File: src/rtl/md_pkg.sv
// Shared MD force-path types: per-particle force writebacks, local force
// payloads and network packets.
package md_pkg;

   localparam int unsigned NUM_CELLS         = 64;
   localparam int unsigned CELL_COORD_WIDTH  = 3;
   localparam int unsigned PARTICLE_ID_WIDTH = 16;
   localparam int unsigned FORCE_WIDTH       = 48;
   localparam int unsigned NODE_ID_WIDTH     = 6;

   typedef struct packed {
      logic [CELL_COORD_WIDTH-1:0]  cell_z;
      logic [CELL_COORD_WIDTH-1:0]  cell_y;
      logic [CELL_COORD_WIDTH-1:0]  cell_x;
      logic [PARTICLE_ID_WIDTH-1:0] particle_id;
      logic [FORCE_WIDTH-1:0]       force_val;
   } force_wb_t;

   typedef struct packed {
      logic [PARTICLE_ID_WIDTH-1:0] particle_id;
      logic [FORCE_WIDTH-1:0]       force_val;
   } force_data_t;

   typedef struct packed {
      logic [NODE_ID_WIDTH-1:0] dest_id;
      force_data_t              payload;
   } packet_t;

endpackage

File: src/rtl/force_wb_packetizer.sv
// Buffers force writebacks, maps cell -> node and routes each head entry to the
// network or the local accumulator. Optional macro ZERO_FORCE_FILTER_EN drops zero forces.
module force_wb_packetizer
   import md_pkg::*;
#(
   parameter int unsigned              FIFO_DEPTH    = 8,
   parameter int unsigned              CELLS_PER_DIM = 4,
   parameter logic [NODE_ID_WIDTH-1:0] MY_NODE_ID    = '0
) (
   input  logic                                clk,
   input  logic                                rst_n,
   input  logic                                wb_valid,
   output logic                                wb_ready,
   input  logic [$bits(force_wb_t)-1:0]        wb_data,
   output logic                                net_valid,
   input  logic                                net_ready,
   output logic [$bits(packet_t)-1:0]          net_pkt,
   output logic                                loc_valid,
   input  logic                                loc_ready,
   output logic [$bits(force_data_t)-1:0]      loc_data,
   output logic [$clog2(FIFO_DEPTH):0]         occupancy,
   output logic                                err_oob
);

   localparam int unsigned PTR_W  = $clog2(FIFO_DEPTH);
   localparam int unsigned CNT_W  = PTR_W + 1;
   localparam int unsigned PKT_W  = $bits(packet_t);
   localparam int unsigned DATA_W = $bits(force_data_t);

   force_wb_t                wb;
   packet_t                  wb_pkt;
   packet_t                  head_n;
   packet_t                  mem [FIFO_DEPTH];
   logic [PTR_W-1:0]         wr_ptr_q, rd_ptr_q, wr_ptr_n, rd_ptr_n;
   logic [CNT_W-1:0]         cnt_q, cnt_n, cnt_after_pop;
   logic                     oob, drop, accept, push, pop;
   logic                     head_valid, head_local;

   assign wb        = force_wb_t'(wb_data);
   assign occupancy = cnt_q;

   // Cell -> node mapping, range check and FIFO bookkeeping for this cycle
   always_comb begin
      wb_pkt                     = '0;
      wb_pkt.dest_id             = NODE_ID_WIDTH'(32'(wb.cell_z) * CELLS_PER_DIM * CELLS_PER_DIM
                                                  + 32'(wb.cell_y) * CELLS_PER_DIM
                                                  + 32'(wb.cell_x));
      wb_pkt.payload.particle_id = wb.particle_id;
      wb_pkt.payload.force_val   = wb.force_val;

      oob = (32'(wb.cell_x) >= CELLS_PER_DIM) ||
            (32'(wb.cell_y) >= CELLS_PER_DIM) ||
            (32'(wb.cell_z) >= CELLS_PER_DIM);
`ifdef ZERO_FORCE_FILTER_EN
      drop = oob || (wb.force_val == '0);
`else
      drop = oob;
`endif
      accept = wb_valid && wb_ready;
      push   = accept && !drop;
      pop    = (net_valid && net_ready) || (loc_valid && loc_ready);

      cnt_after_pop = cnt_q - CNT_W'(pop);
      cnt_n         = cnt_after_pop + CNT_W'(push);
      rd_ptr_n      = rd_ptr_q + PTR_W'(pop);
      wr_ptr_n      = wr_ptr_q + PTR_W'(push);

      // When nothing older remains, the incoming entry becomes the head directly
      head_n     = (cnt_after_pop == '0) ? wb_pkt : mem[rd_ptr_n];
      head_valid = (cnt_n != '0);
      head_local = (head_n.dest_id == MY_NODE_ID);
   end

   always_ff @(posedge clk) begin
      if (push) mem[wr_ptr_q] <= wb_pkt;
   end

   // Pointers, count and registered output stage
   always_ff @(posedge clk or negedge rst_n) begin
      if (!rst_n) begin
         wr_ptr_q  <= '0;
         rd_ptr_q  <= '0;
         cnt_q     <= '0;
         wb_ready  <= 1'b1;
         net_valid <= 1'b0;
         net_pkt   <= '0;
         loc_valid <= 1'b0;
         loc_data  <= '0;
         err_oob   <= 1'b0;
      end else begin
         wr_ptr_q  <= wr_ptr_n;
         rd_ptr_q  <= rd_ptr_n;
         cnt_q     <= cnt_n;
         wb_ready  <= (cnt_n != CNT_W'(FIFO_DEPTH));
         net_valid <= head_valid && !head_local;
         net_pkt   <= (head_valid && !head_local) ? PKT_W'(head_n) : '0;
         loc_valid <= head_valid && head_local;
         loc_data  <= (head_valid && head_local) ? DATA_W'(head_n.payload) : '0;
         err_oob   <= accept && oob;
      end
   end

endmodule

File: config.mk
export PLATFORM = sky130hd
export DESIGN_NAME = force_wb_packetizer
export DESIGN_NICKNAME = d
export VERILOG_FILES = /design/src/rtl/md_pkg.sv /design/src/rtl/force_wb_packetizer.sv
export SDC_FILE = /design/constraint.sdc
export NUM_CORES = 1
export LEC_CHECK = 0
export CORE_ASPECT_RATIO = 1.75
export CORE_MARGIN = 10
export CORE_UTILIZATION = 24
export DETAILED_ROUTE_END_ITERATION = 10
export PLACE_DENSITY = 0.42
export SYNTH_ARGS = -nofsm -noshare
export SYNTH_HDL_FRONTEND = slang
export SYNTH_SLANG_ARGS = --single-unit
File: constraint.sdc
create_clock -name clk -period 6.9 [get_ports clk]
set_input_delay 1.38 -clock clk [delete_from_list [all_inputs] [get_ports clk]]
set_output_delay 1.38 -clock clk [all_outputs]
set_load 0.1 [all_outputs]
# [Yosys cells after proc, flatten, opt, wreduce, memory -nomap -nowiden]
# Memories as Yosys holds them, arrays and structs flattened.
# Cells that the tools add are included.
[word_totals] register_bits=148 ram_bits=560 output_inout_bits=142 memories=1
[memory_table] memory="mem" words=8 width=70 rd=1 rd_ports_with_merged_regs=0 wr=1 line="force_wb_packetizer.sv:33" text="packet_t mem [FIFO_DEPTH];"
[classes] addsub=6 order_cmp=3 eq_ne=1 mux=5 n_reduce_logical=15
[ops] operator="70-bit 2-to-1 mux" count=2
[ops] operator="64-bit 2-to-1 mux" count=1
[ops] operator="3-bit greater-or-equal comparator, second input constant" count=3
[ops] operator="1-bit logical AND" count=7
[ops] operator="3-bit by 1-bit adder with 3-bit output" count=2
[ops] operator="6-bit by 3-bit adder with 6-bit output" count=1
[ops] operator="6-bit by 5-bit adder with 6-bit output" count=1
[ops] operator="6-bit zero test" count=1
[ops] operator="4-bit by 1-bit adder with 4-bit output" count=1
[ops] operator="4-bit zero test" count=1
[ops] operator="4-bit != test, second input constant" count=1
[ops] operator="4-bit nonzero test" count=1
[ops] operator="4-bit by 1-bit subtractor with 4-bit output" count=1
[ops] operator="1-bit logical OR" count=3
[ops] operator="1-bit zero test" count=2
[ops] operator="1-bit 2-to-1 mux" count=2

# [Longest topological paths before layout]
[logic_depth] ltp_word=9 mapped_depth=12

# [Least setup slack after synthesis]
# OpenSTA, ideal clock, no wires.
[synth_path] kind="input -> register" start="input port wb_data[69]" end="memory mem[0][0] in the netlist's numbering, enable pin" setup_time_ns=0.584 arrival_ns=6.732 required_ns=6.316 setup_slack_ns=-0.416 stages=4 n_path_buf=0 path_cell_list="nor3_1 -> nor2b_1 -> nand2b_1 -> nor3_1"
[synth_between] elab_chain_cells=7
[synth_lines] element="start, declared" line="force_wb_packetizer.sv:14" text="input logic [$bits(force_wb_t)-1:0] wb_data,"
[synth_lines] element="3-bit greater-or-equal comparator" line="force_wb_packetizer.sv:52" text="(32'(wb.cell_y) >= CELLS_PER_DIM) ||"
[synth_lines] element="1-bit logical OR" line="force_wb_packetizer.sv:51" text="oob = (32'(wb.cell_x) >= CELLS_PER_DIM) ||"
[synth_lines] element="1-bit logical OR" line="force_wb_packetizer.sv:52"
[synth_lines] element="1-bit zero test" line="force_wb_packetizer.sv:60" text="push = accept && !drop;"
[synth_lines] element="1-bit logical AND" line="force_wb_packetizer.sv:60"
[synth_lines] element="1-bit 2-to-1 mux" line="force_wb_packetizer.sv:75" text="if (push) mem[wr_ptr_q] <= wb_pkt;"
[synth_lines] element="1-bit 2-to-1 mux (not written as such)" line="force_wb_packetizer.sv:75"
[synth_lines] element="end, declared" line="force_wb_packetizer.sv:33"
# Every way passes these cells.

# [Worst setup path in the final report]
[layout_path] start="input port loc_ready" end="register loc_data[13]"
[layout_between] elab_chain_cells=8
[layout_lines] element="start, declared" line="force_wb_packetizer.sv:19" text="input logic loc_ready,"
[layout_lines] element="1-bit logical AND (*)" line="force_wb_packetizer.sv:61" text="pop = (net_valid && net_ready) || (loc_valid && loc_ready);"
[layout_lines] element="1-bit logical OR (*)" line="force_wb_packetizer.sv:61"
[layout_lines] element="3-bit by 1-bit adder with 3-bit output / 4-bit by 1-bit subtractor with 4-bit output (equally long branches)" line="force_wb_packetizer.sv:65, force_wb_packetizer.sv:63"
[layout_lines] element="memory 8 x 70 bit / 4-bit zero test (equally long branches)"
[layout_lines] element="70-bit 2-to-1 mux" line="force_wb_packetizer.sv:69" text="head_n = (cnt_after_pop == '0) ? wb_pkt : mem[rd_ptr_n];"
[layout_lines] element="6-bit zero test" line="force_wb_packetizer.sv:71" text="head_local = (head_n.dest_id == MY_NODE_ID);"
[layout_lines] element="1-bit logical AND" line="force_wb_packetizer.sv:98" text="loc_data <= (head_valid && head_local) ? DATA_W'(head_n.payload) : '0;"
[layout_lines] element="64-bit 2-to-1 mux (*)" line="force_wb_packetizer.sv:98"
[layout_lines] element="end signal, assigned" line="force_wb_packetizer.sv:98"
[layout_lines] element="end, declared" line="force_wb_packetizer.sv:20" text="output logic [$bits(force_data_t)-1:0] loc_data,"
# Mark *: on every way between the ends. The rest lies on a longest branch, timed or not.

==> metrics.md <==
| Metric | Value |
|---|---|
| Rows | `162` |
| Startpoint types | `input pin` |
| DRC violations left | `0` |
| Layout filler cell count | `10.8k` |
| Post-detail-place hpwl | `40800 µm` |
| Max IR drop VDD | `0.000339 V` |
| TritonCTS Buffers | `72` |
| Syn Area/Cell | `20.0 µm²` |
| Initial core utilization | `0.241` |
| CTS resizes | `0` |
| Sequential share of the synthesized area | `0.765` |
| Pin count of the biggest net entering global routing | `80` |
| Minimum clock period after layout | `4.91 ns` |
| Number of synthesized flops with an enable pin | `560` |
| Critical path endpoint category | `flop` |
| Die area | `126000 µm²` |
| Core ar. | `111000 µm²` |
| Pwr Density | `498 nW/µm²` |
| CP Class | `input pin to flop` |
| H-tree depth | `3` |
| Async set-or-reset flop fraction in the synthesized netlist | `0.209` |
| Syn Inst Count | `1339` |
| Vias/cell | `4.30` |
| Crit path required time | `7.37 ns` |
| Post-CTS setup buffers | `0` |
| Initial antenna violation count | `11` |
| Critical path startpoint | `loc_ready` |
| Top-Level Pins | `220` |
| Synth top cells by count | `edfxtp_1 (560), dfrtp_1 (147), mux4_2 (138)` |
| Vias in the first global route | `15.1k` |
| Final net count | `1662` |
| Cell accounting for the most synthesized area | `edfxtp_1` |
| Endpoints failing hold | `0` |
| Routed len/inst | `23.3 µm` |
| Register bit total from synthesis | `708` |
| Fmax achieved | `0.203 GHz` |
| WL met3 | `4370 µm` |
| Total Routing Usage GR | `0.115` |
| Vias | `13.4k` |
| TritonCTS clock tree | `built` |
| CP Max Fanout | `37` |
| Total Neg Setup Slack | `0 ns` |
| Initial DRC count | `913` |
| Die width | `273 µm` |
| M1 WL | `29100 µm` |
| Area Overhead vs Synth | `24.5%` |
| Reg2reg end | `loc_data[13]$_DFF_PN0_` |
| FF-to-FF setup slack | `2.72 ns` |
| Drt pass-1 iters | `4` |
| # hold bufs at CTS | `0` |
| Clk_lat worst skew | `0.66 ns` |
| Fin crit share | `0.712` |
| YS warnings | `0` |
| Top layer in use | `met5` |
| Crit path DAT | `5.39 ns` |
| Reg2reg start | `loc_valid$_DFF_PN0_` |
| Leak | `11.0 nW` |
| CP Capture Point | `loc_data[13]$_DFF_PN0_` |
| Met2 wire len | `37400 µm` |
| Routed wire length | `72600 µm` |
| Core Util, Final | `0.300` |
| Worst hold-check path type | `flop to flop` |
| Most common cell in the netlist | `edfxtp_1` |
| Cell area after synthesis | `26800 µm²` |
| IO Port Bufs | `219` |
| Global-route wire length before repair | `107000 µm` |
| Post-route ant nets | `0` |
| Clock sink count | `708` |
| Synth top area share | `0.626` |
| Global placement routability congestion | `0.660` |
| Ys flop type | `edfxtp_1` |
| Syn_nets | `1428` |
| Reg2Reg Depth | `9` |
| Synth unique cells | `34` |
| Root buf cell | `clkbuf_16` |
| Reg clk slew, reported paths | `0.06 ns` |
| Max Slew Vio Count | `0` |
| Final Skew | `0.0241 ns` |
| Synth top area cells | `edfxtp_1 (63%), dfrtp_1 (14%), mux4_2 (12%)` |
| Chip height | `462 µm` |
| Max-Cap Viols | `0` |
| GRT overflow | `0` |
| Worst slew pin tran | `1.16 ns` |
| CTS Buffer Depth | `3` |
| Status | `finished, final reports clean` |
| Unrepaired setup endpoints after global routing | `no` |
| Slew margin rel. | `0.224` |
| Final setup vio count | `0` |
| Share of layout cells above drive strength 1 | `0.211` |
[kinds of logic after synthesis]
group | synth area share
muxes | 0.144
and+or+nand+nor | 0.0398
DFF | 0.765
adders and majority gates | 0.00513
xor gates and xnor gates | 0.00289
AOI/OAI and AO/OA | 0.0271
buffers and inverters | 0.0165
[flip-flops by register name, indices dropped and copies added, names as in the netlist]
register	flops
loc_valid	1
net_pkt	70
loc_data	64
rd_ptr_q	3
err_oob	1
mem	560
occupancy	4
net_valid	1
wr_ptr_q	3
wb_ready	1
[layout make-up]
cell class | instances | area [µm²] | area share
sequential | 708 | 20500 | 0.614
multi-input combinational | 538 | 6040 | 0.181
timing repair buffer | 249 | 2540 | 0.0761
clock buffer | 107 | 2080 | 0.0624
tap | 1476 | 1850 | 0.0553
clock inverter | 26 | 358 | 0.0107
inverter | 4 | 15.0 | 0.000449
antenna | 1 | 2.50 | 0.0000749
[where the power goes]
group          switching (mW)  leakage, nW  total [mW]  internal (mW)
clock                    1.69         1.20        4.07           2.38
sequential              0.134         6.92        5.16           5.03
combinational            5.02         2.91        7.41           2.40
[routing by layer]
layer,vias to the layer above,GRT usage
li1,5865,-
met1,7082,0.135
met2,313,0.202
met3,106,0.0308
met4,12,0.0361
met5,-,0
[cell usage in the layout (no fill, tap or decap), types with 9 or more instances in the layout]
cell type,instances
nor3_1,82
clkdlybuf4s50_1,217
ha_1,9
mux4_2,138
clkbuf_16,75
buf_4,21
buf_12,10
nor2_1,10
nor3_2,49
clkbuf_1,22
o21ai_0,129
edfxtp_1,560
mux2i_1,76
dfrtp_1,147
[through the flow]
step	hold WS, ns	setup WS (ns)	area [µm²]	std cells	total power [mW]
final	0.524	1.99	33400	3109	16.6
after global routing	0.555	1.79	33400	3109	17.6
after CTS	0.531	1.96	33400	3108	17.1
after detailed placement	0.518	1.26	31000	2975	12.9
after global placement	0.504	1.31	31000	2975	12.9
after floorplan	0.478	1.46	26900	1339	10.7
[critical path, cell delays in order]
cell	delay [ns]
clkdlybuf4s50_1	0.40
a22o_1	0.30
ha_1	0.23
ha_1	0.19
xnor2_1	0.40
nand3_4	0.48
o21ai_1	0.49
o32a_2	1.01
buf_12	0.34
nor3_1	0.09
[worst min-delay path by stage]
stage                                  to  slack (ns)  cells after the start                  start
floorplan           rd_ptr_q[1]$_DFF_PN0_        0.48                      1  rd_ptr_q[1]$_DFF_PN0_
global placement    wr_ptr_q[0]$_DFF_PN0_        0.50                      1  wr_ptr_q[0]$_DFF_PN0_
detailed placement  wr_ptr_q[0]$_DFF_PN0_        0.52                      1  wr_ptr_q[0]$_DFF_PN0_
CTS                 wr_ptr_q[0]$_DFF_PN0_        0.53                      1  wr_ptr_q[0]$_DFF_PN0_
global route        wr_ptr_q[0]$_DFF_PN0_        0.55                      1  wr_ptr_q[0]$_DFF_PN0_
finish              wr_ptr_q[0]$_DFF_PN0_        0.52                      1  wr_ptr_q[0]$_DFF_PN0_
Note: power is estimated with default switching activity, not from simulation.
==> patch 1: new RTL, same settings <==
The output `err_oob` loses its register stage (`err_oob` becomes a continuous assignment).
--- a/src/rtl/force_wb_packetizer.sv
+++ b/src/rtl/force_wb_packetizer.sv
@@ -87,5 +87,4 @@
          loc_valid <= 1'b0;
          loc_data  <= '0;
-         err_oob   <= 1'b0;
       end else begin
          wr_ptr_q  <= wr_ptr_n;
@@ -97,8 +96,9 @@
          loc_valid <= head_valid && head_local;
          loc_data  <= (head_valid && head_local) ? DATA_W'(head_n.payload) : '0;
-         err_oob   <= accept && oob;
       end
    end
 
+   assign err_oob = accept && oob;
+
 endmodule
 
Behaviour: not the same (Yosys sat finds a counterexample within 4 cycles, from zero or initial values and one cycle with rst_n low).
==> patch 1 against the unedited design <==
- final cell count increased by 0.19%
- worst setup slack improved by 0.31 ns
- global-route usage increased by 0.26 points
- clock skew increased by 0.0013 ns
- via count increased by 1.0%
- sequential cell count decreased by 1
- area after synthesis about the same
- cell area about the same
- total power increased by 0.40%
- sequential share of layout area decreased by 0.056 points
- routed wire length increased by 1.7%
- synthesized cell count about the same
- critical path type unchanged
- critical endpoint is now net_pkt[43]
- largest power group unchanged
==> patch 1: results (changes against the unedited design) <==
[outcome]
outcome = finished, final reports clean  ; unchanged

[synth]
ys_async_sr_fraction_pct = 20.8  ; was 20.9%
synth_commonest_cells = edfxtp_1 (560), dfrtp_1 (146), mux4_2 (138), o21ai_0 (129), nor3_1 (84)  ; was edfxtp_1 (560), dfrtp_1 (147), mux4_2 (138), o21ai_0 (129), nor3_1 (84)
syn_inst = 1338  ; was 1339
synth_nets = 1427  ; was 1428
synth_seq_area_share_pct = 76.4  ; was 76.5%

[sta]
fin_worst_skew_ns = 0.0254  ; was 0.0241 ns
slew_headroom_pct = 30.1  ; was 22.4%
hold_ws_ns = 0.524  ; about the same
max_freq_mhz = 217  ; was 203 MHz

[worst_setup_path]
crit_arrival_ns = 5.09  ; was 5.39 ns
critical_path.max_fanout = 47  ; was 37
r2r_slack_ns = 3.04  ; was 2.72 ns
ff2ff_path_depth = 8  ; was 9

[global_route]
grt_pass1_vias = 15366  ; was 15067
antenna_found_initial = 7  ; was 11
grt_pass1_wl_um = 108000  ; was 107000 µm
grt_max_degree = 137  ; was 80

[pwr]
p_int_uw = 9790  ; was 9800 µW
p_leak_uw = 0.0111  ; was 0.0110 µW

[placement]
hpwl_um = 42100  ; was 40800 µm
dpl_worst_slack_ns = 1.55  ; was 1.26 ns
place_congestion = 0.673  ; was 0.660
dpl.cell_count = 2981  ; was 2975
placed_cell_area_um2 = 30900  ; was 31000 µm²

[drt]
wire_per_inst_um = 23.7  ; was 23.3 µm
drtIter0Drc = 817  ; was 913
route.vias.total = 13516  ; was 13378
drt_wl_total_um = 73800  ; was 72600 µm
first_pass_iters = 5  ; was 4

[cells_and_area]
nFillCells = 10833  ; was 10846
nets = 1668  ; was 1662

## patch 1: area by class of cell
| type | count | area, µm² | share of cell area (%) |
|---|---|---|---|
| antenna | 1 | 2.50 | 0.00749 |
| clock buffer | 101 | 2100 | 6.27 |
| clock inverter | 32 | 359 | 1.08 |
| inverter | 4 | 15.0 | 0.0449 |
| multi-input combinational | 538 | 6040 | 18.1 |
| sequential | 707 | 20500 | 61.4 |
| tap | 1476 | 1850 | 5.53 |
| timing repair buffer | 256 | 2540 | 7.62 |
## patch 1: path summary, 6_finish.rpt
check	endpoint	from
setup / recovery	net_pkt[43]	loc_ready
hold / removal	wr_ptr_q[0]	wr_ptr_q[0]
setup reg to reg	net_pkt[43]	loc_valid
hold reg to reg	wr_ptr_q[0]	wr_ptr_q[0]
max in group asynchronous	loc_data[39]	rst_n
min in group asynchronous	loc_data[10]	rst_n
## patch 1: critical path, stage by stage
cell and delay, ns:
clkdlybuf4s50_1 0.41, a22o_1 0.29, ha_1 0.22, ha_1 0.19
xnor2_1 0.38, nand3_4 0.59, or2_4 0.74, o21ai_0 0.69
nor3_1 0.10
## patch 1: metrics by stage
step | power [µW] | utilization (%)
after floorplan | 10700 | -
after global placement | 12900 | 27.8
after detailed placement | 12900 | 27.8
after CTS | 17100 | 30.0
after global routing | 17600 | 30.0
final | 16700 | 30.0
## patch 1: metal layers
metal | share of wire [%] | global-route usage [%]
met4 | 2.0 | 3.68
met3 | 5.4 | 2.86
met2 | 50 | 20.3
met1 | 42 | 14.3
met5 | 0.037 | 0
## patch 1: kinds of logic after synthesis
logic type / synth area share [%]
mux: 14.4
fa+ha+maj: 0.513
buf+inv: 1.65
simple gates: 3.98
compound gates: 2.71
xor+xnor: 0.289
flops: 76.4
## patch 1: power groups by stage
stage / registers [µW] / clock network, µW / logic [µW]
floorplan: 7210 / 0 / 3490
global placement: 5270 / 0 / 7610
detailed placement: 5260 / 0 / 7640
CTS: 5180 / 4240 / 7660
global route: 5210 / 4390 / 8040
finish: 5170 / 4070 / 7470
==> patch 2: new RTL, config.mk and constraints unchanged <==
Made on the original files. Change the package constant `CELL_COORD_WIDTH` from 3 to 5.
--- a/src/rtl/md_pkg.sv
+++ b/src/rtl/md_pkg.sv
@@ -4,5 +4,5 @@
 
    localparam int unsigned NUM_CELLS         = 64;
-   localparam int unsigned CELL_COORD_WIDTH  = 3;
+   localparam int unsigned CELL_COORD_WIDTH  = 5;
    localparam int unsigned PARTICLE_ID_WIDTH = 16;
    localparam int unsigned FORCE_WIDTH       = 48;
Interface: changed (resized wb_data); port bits go from 220 to 226. The function was not compared with the original's and may differ.
==> patch 2 against the unedited design <==
- routed wire length fell by 3.6%
- register-to-register slack improved by 0.14 ns
- total power rose by 1.2%
- utilization barely moved
- cell area rose by 0.11%
- die area rose by 0.13%
- sequential cell count did not move
- critical endpoint is now loc_data[2]
- global-route usage fell by 0.46 points
- highest routed layer unchanged
- area after synthesis rose by 0.14%
- worst setup slack improved by 0.084 ns
==> patch 2: results (changes against the unedited design) <==
[worst_setup_path]
worstReg2RegStart = net_valid  ; was loc_valid
critPathTopFamily = buffers and inverters  ; was compound AO/OA/AOI/OAI gates
r2r-end = loc_data[2]  ; was loc_data[13]
crit_arrival_ns = 5.30  ; was 5.39 ns
worst_path_largest_cell_delay_ns = 0.71  ; was 1.01 ns
r2r_slack_ns = 2.86  ; was 2.72 ns
slowest_stage = xnor2_1  ; was o32a_2

[drt]
viasPerCell = 4.29  ; was 4.30
met2_length_um = 36000  ; was 37400 µm
route.vias.total = 13447  ; was 13378
drtIter0Drc = 749  ; was 913
drt_wl_total_um = 70000  ; was 72600 µm
wl_met1_um = 28700  ; was 29100 µm
dr_wl_met3_um = 3890  ; was 4370 µm

[cells_and_area]
buf_share_pct = 7.78  ; was 7.61%
drive_gt1_share_pct = 20.9  ; was 21.1%
n_antenna_cell = 3  ; was 1
inverters_excl_clock = 8  ; was 4
area_delta_synth_final_pct = 24.4  ; was 24.5%
buffers = 255  ; was 249
nMultiInputCombCells = 553  ; was 538
final_area_um2 = 33400  ; about the same
nets = 1696  ; was 1662
clkbuf_count = 96  ; was 107
multi_input_area_um2 = 6070  ; was 6040 µm²
clock_area_share_pct = 7.08  ; was 7.31%

[synth]
synth_commonest_cells = edfxtp_1 (560), dfrtp_1 (147), mux4_2 (140), nor3_1 (86), nand2_1 (69)  ; was edfxtp_1 (560), dfrtp_1 (147), mux4_2 (138), o21ai_0 (129), nor3_1 (84)
yosys-top-cells-area = edfxtp_1 (63%), dfrtp_1 (14%), mux4_2 (12%)  ; unchanged
synth_seq_area_share_pct = 76.3  ; was 76.5%
yosysUniqueCellTypes = 39  ; was 34
synth_compound_area_share_pct = 1.62  ; was 2.71%
synthXorXnorAreaFrac_pct = 0.293  ; was 0.289%
synth_area_per_cell_um2 = 19.9  ; was 20.0 µm²
synthAdderAreaFrac_pct = 0.661  ; was 0.513%

[placement]
place_congestion = 0.697  ; was 0.660
hpwl_um = 41100  ; was 40800 µm
dpl_worst_slack_ns = 1.34  ; was 1.26 ns
dpl.cell_count = 3000  ; was 2975

[cts]
clk_latency_ns = 0.63  ; was 0.66 ns
cts_buffers = 73  ; was 72

[sta]
fin_ws_ns = 2.07  ; was 1.99 ns
fin_worst_skew_ns = 0.0176  ; was 0.0241 ns
slew_headroom_pct = 29.2  ; was 22.4%
hold_ws_ns = 0.539  ; was 0.524 ns

[global_route]
met1_usage_pct = 13.1  ; was 13.5%
grt_max_degree = 78  ; was 80
grtUsageMet3_pct = 2.53  ; was 3.08%
grt_util_met2_pct = 19.4  ; was 20.2%
grt_pass1_vias = 15027  ; was 15067
grt_pass1_wl_um = 104000  ; was 107000 µm

[outcome]
outcome = finished, final reports clean  ; unchanged

[pwr]
p_leak_uw = 0.0112  ; was 0.0110 µW
vdd_drop_max_mv = 0.337  ; was 0.339 mV

-- patch 2: cell types whose count changed after synthesis, sizes merged, moves of 4 or more --
| cell | before | now |
|---|---|---|
| clkbuf | 37 | 43 |
| xnor2 | 3 | 7 |
| buf | 52 | 40 |
| mux2i | 76 | 68 |
| inv | 4 | 8 |
| nand2 | 4 | 69 |
| o21ai | 130 | 66 |
| mux2 | 0 | 4 |
-- patch 2: report_power, final --
part	total, µW	switching [µW]	internal (µW)
sequential	5100	117	4980
combinational	7810	5250	2560
clock	3920	1660	2260
total	16800	7030	9810
-- patch 2: how the worst max path moves through the flow --
stage	start	end	slack [ns]	cells past startpoint
after floorplan	wb_data[73]	mem[4][0]	1.23	4
after global placement	net_ready	net_pkt[33]	1.43	10
after detailed placement	wb_data[68]	loc_data[7]	1.34	10
after CTS	wb_data[68]	loc_data[2]	2.05	10
after global routing	net_ready	net_pkt[39]	1.85	10
final	wb_data[68]	loc_data[2]	2.07	10
